`src/rtl/seq_byte_stream_fifo.sv`:
```
`default_nettype none
// ============================================================================
//  Module   : seq_byte_stream_fifo
//  Purpose  : First-word-fall-through byte FIFO placed after the byte capture
//             register. Valid/ready handshakes on both sides let the consumer
//             stall without losing bytes. An occupancy high-water mark is
//             kept for debug.
//  Ports    : clk        - clock, all state updates on posedge
//             rst_n      - synchronous reset, active-low
//             flush      - synchronous clear of FIFO contents
//             in_valid   - producer presents a byte on in_data
//             in_data    - byte from the capture register
//             in_ready   - FIFO can accept a byte this cycle
//             out_valid  - out_data holds the oldest stored byte
//             out_data   - head of the FIFO (zero when empty)
//             out_ready  - consumer takes the head this cycle
//             count      - current occupancy, 0..DEPTH
//             max_count  - highest occupancy seen since reset
//  Revision : 1.0  initial release
// ============================================================================
module seq_byte_stream_fifo #(
  parameter  int WIDTH = 8,
  parameter  int DEPTH = 4,
  localparam int CW    = $clog2(DEPTH + 1)
) (
  input  logic             clk,
  input  logic             rst_n,
  input  logic             flush,
  input  logic             in_valid,
  input  logic [WIDTH-1:0] in_data,
  output logic             in_ready,
  output logic             out_valid,
  output logic [WIDTH-1:0] out_data,
  input  logic             out_ready,
  output logic [CW-1:0]    count,
  output logic [CW-1:0]    max_count
);

  // Pointer width; DEPTH is a power of two so pointers wrap on their own.
  localparam int PW = (DEPTH > 1) ? $clog2(DEPTH) : 1;
  localparam logic [CW-1:0] FULL_COUNT = CW'(DEPTH);

  logic [WIDTH-1:0] mem [DEPTH];
  logic [PW-1:0]    wr_ptr;
  logic [PW-1:0]    rd_ptr;

  logic             push;
  logic             pop;
  logic [CW-1:0]    count_nxt;
  logic [CW-1:0]    max_nxt;

  // Ready and valid come from registered occupancy only, so neither handshake
  // side has a combinational path into the other.
  assign in_ready  = rst_n & (count != FULL_COUNT);
  assign out_valid = (count != '0);
  assign out_data  = out_valid ? mem[rd_ptr] : '0;

  // A push while full is blocked even if a pop happens in the same cycle.
  assign push = in_valid & in_ready;
  assign pop  = out_valid & out_ready;

  always_comb begin
    count_nxt = count;
    if (flush) begin
      count_nxt = '0;
    end else begin
      case ({push, pop})
        2'b10:   count_nxt = count + CW'(1);
        2'b01:   count_nxt = count - CW'(1);
        default: count_nxt = count;
      endcase
    end
  end

  // count never exceeds DEPTH, so the high-water mark saturates there too.
  // A flush drives count_nxt to zero, leaving the mark untouched.
  assign max_nxt = (count_nxt > max_count) ? count_nxt : max_count;

  // Storage is deliberately not reset; only the pointers define its contents.
  always_ff @(posedge clk) begin
    if (push && !flush) begin
      mem[wr_ptr] <= in_data;
    end
  end

  always_ff @(posedge clk) begin
    if (!rst_n) begin
      wr_ptr    <= '0;
      rd_ptr    <= '0;
      count     <= '0;
      max_count <= '0;
    end else if (flush) begin
      wr_ptr    <= '0;
      rd_ptr    <= '0;
      count     <= '0;
      max_count <= max_nxt;
    end else begin
      if (push) begin
        wr_ptr <= wr_ptr + PW'(1);
      end
      if (pop) begin
        rd_ptr <= rd_ptr + PW'(1);
      end
      count     <= count_nxt;
      max_count <= max_nxt;
    end
  end

endmodule
`default_nettype wire

```
`config.mk`:
```
export PLATFORM = sky130hd
export DESIGN_NAME = seq_byte_stream_fifo
export DESIGN_NICKNAME = d
export VERILOG_FILES = /design/src/rtl/seq_byte_stream_fifo.sv
export SDC_FILE = /design/constraint.sdc
export NUM_CORES = 1
export LEC_CHECK = 0
export ABC_AREA = 1
export CORE_MARGIN = 4
export CORE_UTILIZATION = 48
export DETAILED_ROUTE_END_ITERATION = 6
export PLACE_DENSITY_LB_ADDON = 0.3
export SETUP_SLACK_MARGIN = 0.4
export SYNTH_ARGS = -nofsm -noshare
export SYNTH_HDL_FRONTEND = slang
export SYNTH_SLANG_ARGS = --single-unit
```
`constraint.sdc`:
```
create_clock -name clk -period 2.4 [get_ports clk]
set_input_delay 0.48 -clock clk [delete_from_list [all_inputs] [get_ports clk]]
set_output_delay 0.48 -clock clk [all_outputs]
set_load 0.01 [all_outputs]
```
Yosys cells after proc, flatten, opt, wreduce, memory -nomap -nowiden

Memory sizes are Yosys's and may differ from the RTL's. A register that Yosys moved wholly into a read port is not among the register bits.
Cells that the tools add are included.

Word-level logic and storage cells: 28
ROM bits: 0
Output and inout port bits: 16
Bits in registers: 10
RAM bits: 32
Bits in latches: 0
Memories: 1

Add/subtract/negate cells: 4
Divide/modulo/power cells: 0
Bitwise gates (word level): 4
$lt $le $gt $ge: 1
Reductions and logical operators: 4
Equality and inequality tests: 3
Shift operators: 0
Multiply operators: 0
Muxes and demuxes: 7

Memories:

| name | depth | bits a word | read ports | clocked after Yosys merged registers in | wr ports | line | text |
|---|---|---|---|---|---|---|---|
| mem  | 4     | 8           | 1          | 1                                       | 1        | 43   | `logic [WIDTH-1:0] mem [DEPTH];` |

Operator list:

| operator            | count |
|---|---|
| $mux 8              | 1 |
| $pmux 3 s2          | 1 |
| $add 2x1->2 const B | 2 |
| $mux 2              | 2 |
| $add 3x1->3 const B | 1 |
| $and 1x1->1         | 3 |
| $gt 3x3->1          | 1 |
| $mux 3              | 1 |
| $ne 3x3->1 const B  | 1 |
| $reduce_bool 3->1   | 1 |
| $sub 3x1->3 const B | 1 |
| $eq 2x1->1 const B  | 1 |
| $eq 2x2->1 const B  | 1 |
| $mux 1              | 2 |
| $reduce_or 2->1     | 1 |
| $logic_and 1x1->1   | 1 |
| $logic_not 1->1     | 1 |
| $not 1->1           | 1 |

Longest topological paths before layout

Depth after elaboration: 7
Mapped depth: 18
Depth with buffers taken out: 18

Worst setup path after synthesis

No wires, ideal clock.

Path kind: reg2reg
Start point: reg count[0]
End point: reg max_count[0]
Setup time: 0.116 ns
Path buffers: 0
Data required time: 2.284 ns
Arrival: 2.538 ns
Slack: -0.253 ns
Cell stages (with the launch flop): 19
Path through: dfxtp_1 inv_1 nand3_1 nand3_1 ha_1 fa_1 inv_1 nand2_1 nand3_1 nand2_1 nand3_1 inv_1 ha_1 a21oi_1 nand2_1 nand2_1 inv_1 nor2_1 nor2_1

Word-level cells in the longest chain between the ends: 7
Elaborated cells on any way between the ends: 12

RTL lines:

| item                                            | line | text |
|---|---|---|
| from (decl)                                     | 35   | `output logic [CW-1:0] count,` |
| from (signal assigned)                          | 104  | `count <= count_nxt;` |
| $ne 3x3->1                                      | 54   | `assign in_ready = rst_n & (count != FULL_COUNT);` |
| $and 1x1->1                                     | 54   |  |
| $and 1x1->1                                     | 59   | `assign push = in_valid & in_ready;` |
| $eq 2x1->1 / $eq 2x2->1 (equally long branches) | 67   | `case ({push, pop})` |
| $pmux 3 s2 (*)                                  | 67   |  |
| $mux 3 (*)                                      | 64   | `if (flush) begin` |
| net count_nxt[2]                                | 49   | `logic [CW-1:0] count_nxt;` |
| $gt 3x3->1 (*)                                  | 77   | `assign max_nxt = (count_nxt > max_count) ? count_nxt : max_count;` |
| to (signal assigned)                            | 96   | `max_count <= max_nxt;` |
| to (signal assigned)                            | 105  | `max_count <= max_nxt;` |
| to (decl)                                       | 36   | `output logic [CW-1:0] max_count` |

The timed path passes the listed nets; every way through them passes the cells marked *.
A chain may end at the register's enable or synchronous reset.

Worst setup path in the final report

Start point: reg count[1]
End point: reg max_count[0]

Elaborated cells on any way between the ends: 12

RTL lines:

| item                                            | line | text |
|---|---|---|
| $reduce_bool 3->1 (*)                           | 55   | `assign out_valid = (count != '0);` |
| $and 1x1->1 (*)                                 | 60   | `assign pop = out_valid & out_ready;` |
| net pop                                         | 48   | `logic pop;` |
| $eq 2x1->1 / $eq 2x2->1 (equally long branches) | 67   |  |
| $pmux 3 s2 (*)                                  | 67   |  |
| $mux 3 (*)                                      | 64   |  |
| net count_nxt[1]                                | 49   |  |
| $gt 3x3->1 (*)                                  | 77   |  |

Marks and branches as above.

==> flow_summary.toml <==
[finish]
multiInputGateArea_um2 = 747
layout_commonest_cell = "nor2_1"
n_antenna_cell = 0
syn2layout_area_growth_pct = 37.3
final_cell_mix = "44 x nor2_1, 32 x edfxtp_1, 22 x buf_4"
fin_util_pct = 70.6
regArea_um2 = 1220
nFillCells = 266
drive_above_1_share_pct = 32.7
finalNetCount = 275

[detailed_routing]
vias_per_cell = 5.03
ant_nets = 0
drt_iter0_drc = 91
remaining_drc_errors = 0
dr_total_vias = 1520
dr.pass1.iters = 4
wire_per_inst_um = 14.3
wl_um = 4320

[grt]
grt_overflow = 0
track_usage_pct = 16.6
grt_pass1_vias = 1413
grt_pass1_wl_um = 6530
grt_max_degree = 17
antenna_found_initial = 0

[placement]
pre_cts_slack_ns = -0.633
portBuffers = 28
hpwl_um = 2820
gp_congestion = 0.861

[clocking]
htreeDepth = 2
hold_buffers = 0
cts_sinks = 44
clock_path_buffers = 2
cts_buffers = 5
tritoncts = "built"
clk_latency_ns = 0.29
root_buffer = "clkbuf_8"
clk_pin_slew_ns = 0.08

[synthesis]
synth_nets = 215
ys_ff_latch = 44
synthArstFlopShare_pct = 0
yosysUniqueCellTypes = 23
syn-instance-count = 193
yosys_warnings = 0
synth_ff_type = "edfxtp_1"
synth_edf_count = 32
syn_area_um2 = 1950
postSynthAreaPerCell_um2 = 10.1
yosysSeqAreaShare_pct = 61.5

[power]
power_density_nw_per_um2 = 641
peakVddDrop_mv = 0.451
p_leak_nw = 1.08

[timing]
setup_tns_ns = 0
skew_ns = 0.00774
hold_violations = 0
rsz0062_at_grt = "true"
drv_slew = 0
slew-limit-headroom_pct = 80.3
fin_crit_ns = 2.39
clock.fmax_mhz = 418
worst_pin_slew_ns = 0.292
setup_ws_ns = 0.00681
fin_crit_sh_pct = 99.7
whs_ns = 0.480
setup_viol = 0

[setup_path]
timing.rr.start = "count[1]"
start_kind = "flip-flop"
required_ns = 2.59
end_kind = "flip-flop"
cp_max_fo = 4
critPathLaunch = "count[1]"
worst_ep_arrival_time_ns = 2.58
setup.worst_path.class = "flip-flop to flip-flop"

[floorplanning]
fp.dieArea_um2 = 5160
dieHeight_um = 71.8
ioPinCount = 29
core_um2 = 3800
start_util_pct = 51.4
die_w_um = 71.8
num_rows = 22

[flow_run]
maxCapViolCount = 0

[worst_hold_path]
hold_start = "rst_n"
hp-class = "primary input to flip-flop"

[run_status]
status = "completed"
==> what timing repair did <==
item                                    CTS  global route
resized for setup                        24            53
pin swaps                                 5             9
endpoints found under the setup margin   15            11
setup buffers                             6             5
==> power by group <==
group          switching (mW)  internal (mW)  leakage, nW
sequential             0.0197          0.837        0.390
clock                   0.232          0.204       0.0422
combinational           0.222          0.205        0.648
==> final timing paths <==
kind / end / slack [ns] / cells after the start
min reg2reg: max_count[0] / 0.51 / 2
max: max_count[0] / 0.007 / 15
min: max_count[2] / 0.48 / 3
max reg2reg: max_count[0] / 0.007 / 15
==> synthesized netlist by cell type (all sizes together), types with 2 or more instances <==
cell type / n / area, um2
inv: 26 / 97.6
ha: 8 / 100
buf: 3 / 17.5
nor3b: 2 / 15.0
nand3: 7 / 40.0
dfxtp: 12 / 240
o21ai: 17 / 85.1
nor2: 46 / 180
edfxtp: 32 / 961
nand2: 17 / 66.3
xor2: 2 / 17.5
a21oi: 15 / 75.1
==> kinds of logic (layout without fill, tap and decap cells) <==
| group | Yosys count | in the layout | share of synthesized area (%) |
|---|---|---|---|
| buf+inv | 31 | 92 | 6.40 |
| simple gates | 74 | 74 | 16.6 |
| xor+xnor | 2 | 2 | 0.896 |
| fa+ha+maj | 9 | 9 | 6.15 |
| compound gates | 33 | 33 | 8.51 |
| flops | 44 | 44 | 61.5 |
==> area by class of cell <==
cell class | count | share of cell area (%)
sequential | 44 | 45.3
timing repair buffer | 57 | 17.5
clock inverter | 1 | 0.187
tap | 48 | 2.24
clock buffer | 7 | 2.85
multi-input combinational | 118 | 27.8
inverter | 27 | 4.01
==> per-stage QoR <==
stage                     power, mW  instances  area [um2]
after detailed placement       1.20        283        2440
after global placement         1.19        283        2440
after floorplan                1.05        193        1990
after CTS                      1.64        297        2590
after global routing           1.80        302        2680
final                          1.72        302        2680
==> registers in the layout (all words and copies together), names as in the netlist, named ones only <==
name,cells
mem,32
rd_ptr,2
max_count,3
count,3
wr_ptr,2
==> routing by layer <==
metal	GRT usage, %	up-vias	share of wire (%)
li1	-	756	-
met1	20.9	710	41
met4	7.72	0	3.2
met3	3.79	12	4.0
met5	0	-	0
met2	27.2	42	51
==> worst max-delay path, cell delays in order (launching register included) <==
cell and delay, ns:
dfxtp_4 0.37, nor3_4 0.24, nor2_4 0.08, ha_4 0.17, fa_2 0.51, nor2_1 0.04, a21oi_1 0.11, nand2_1 0.10
inv_2 0.09, ha_4 0.20, nand3_2 0.06, nand2_2 0.06, nand2_4 0.10, inv_4 0.04, nor2_2 0.09, nor2_1 0.05
Power figures use the tool's default switching activity.
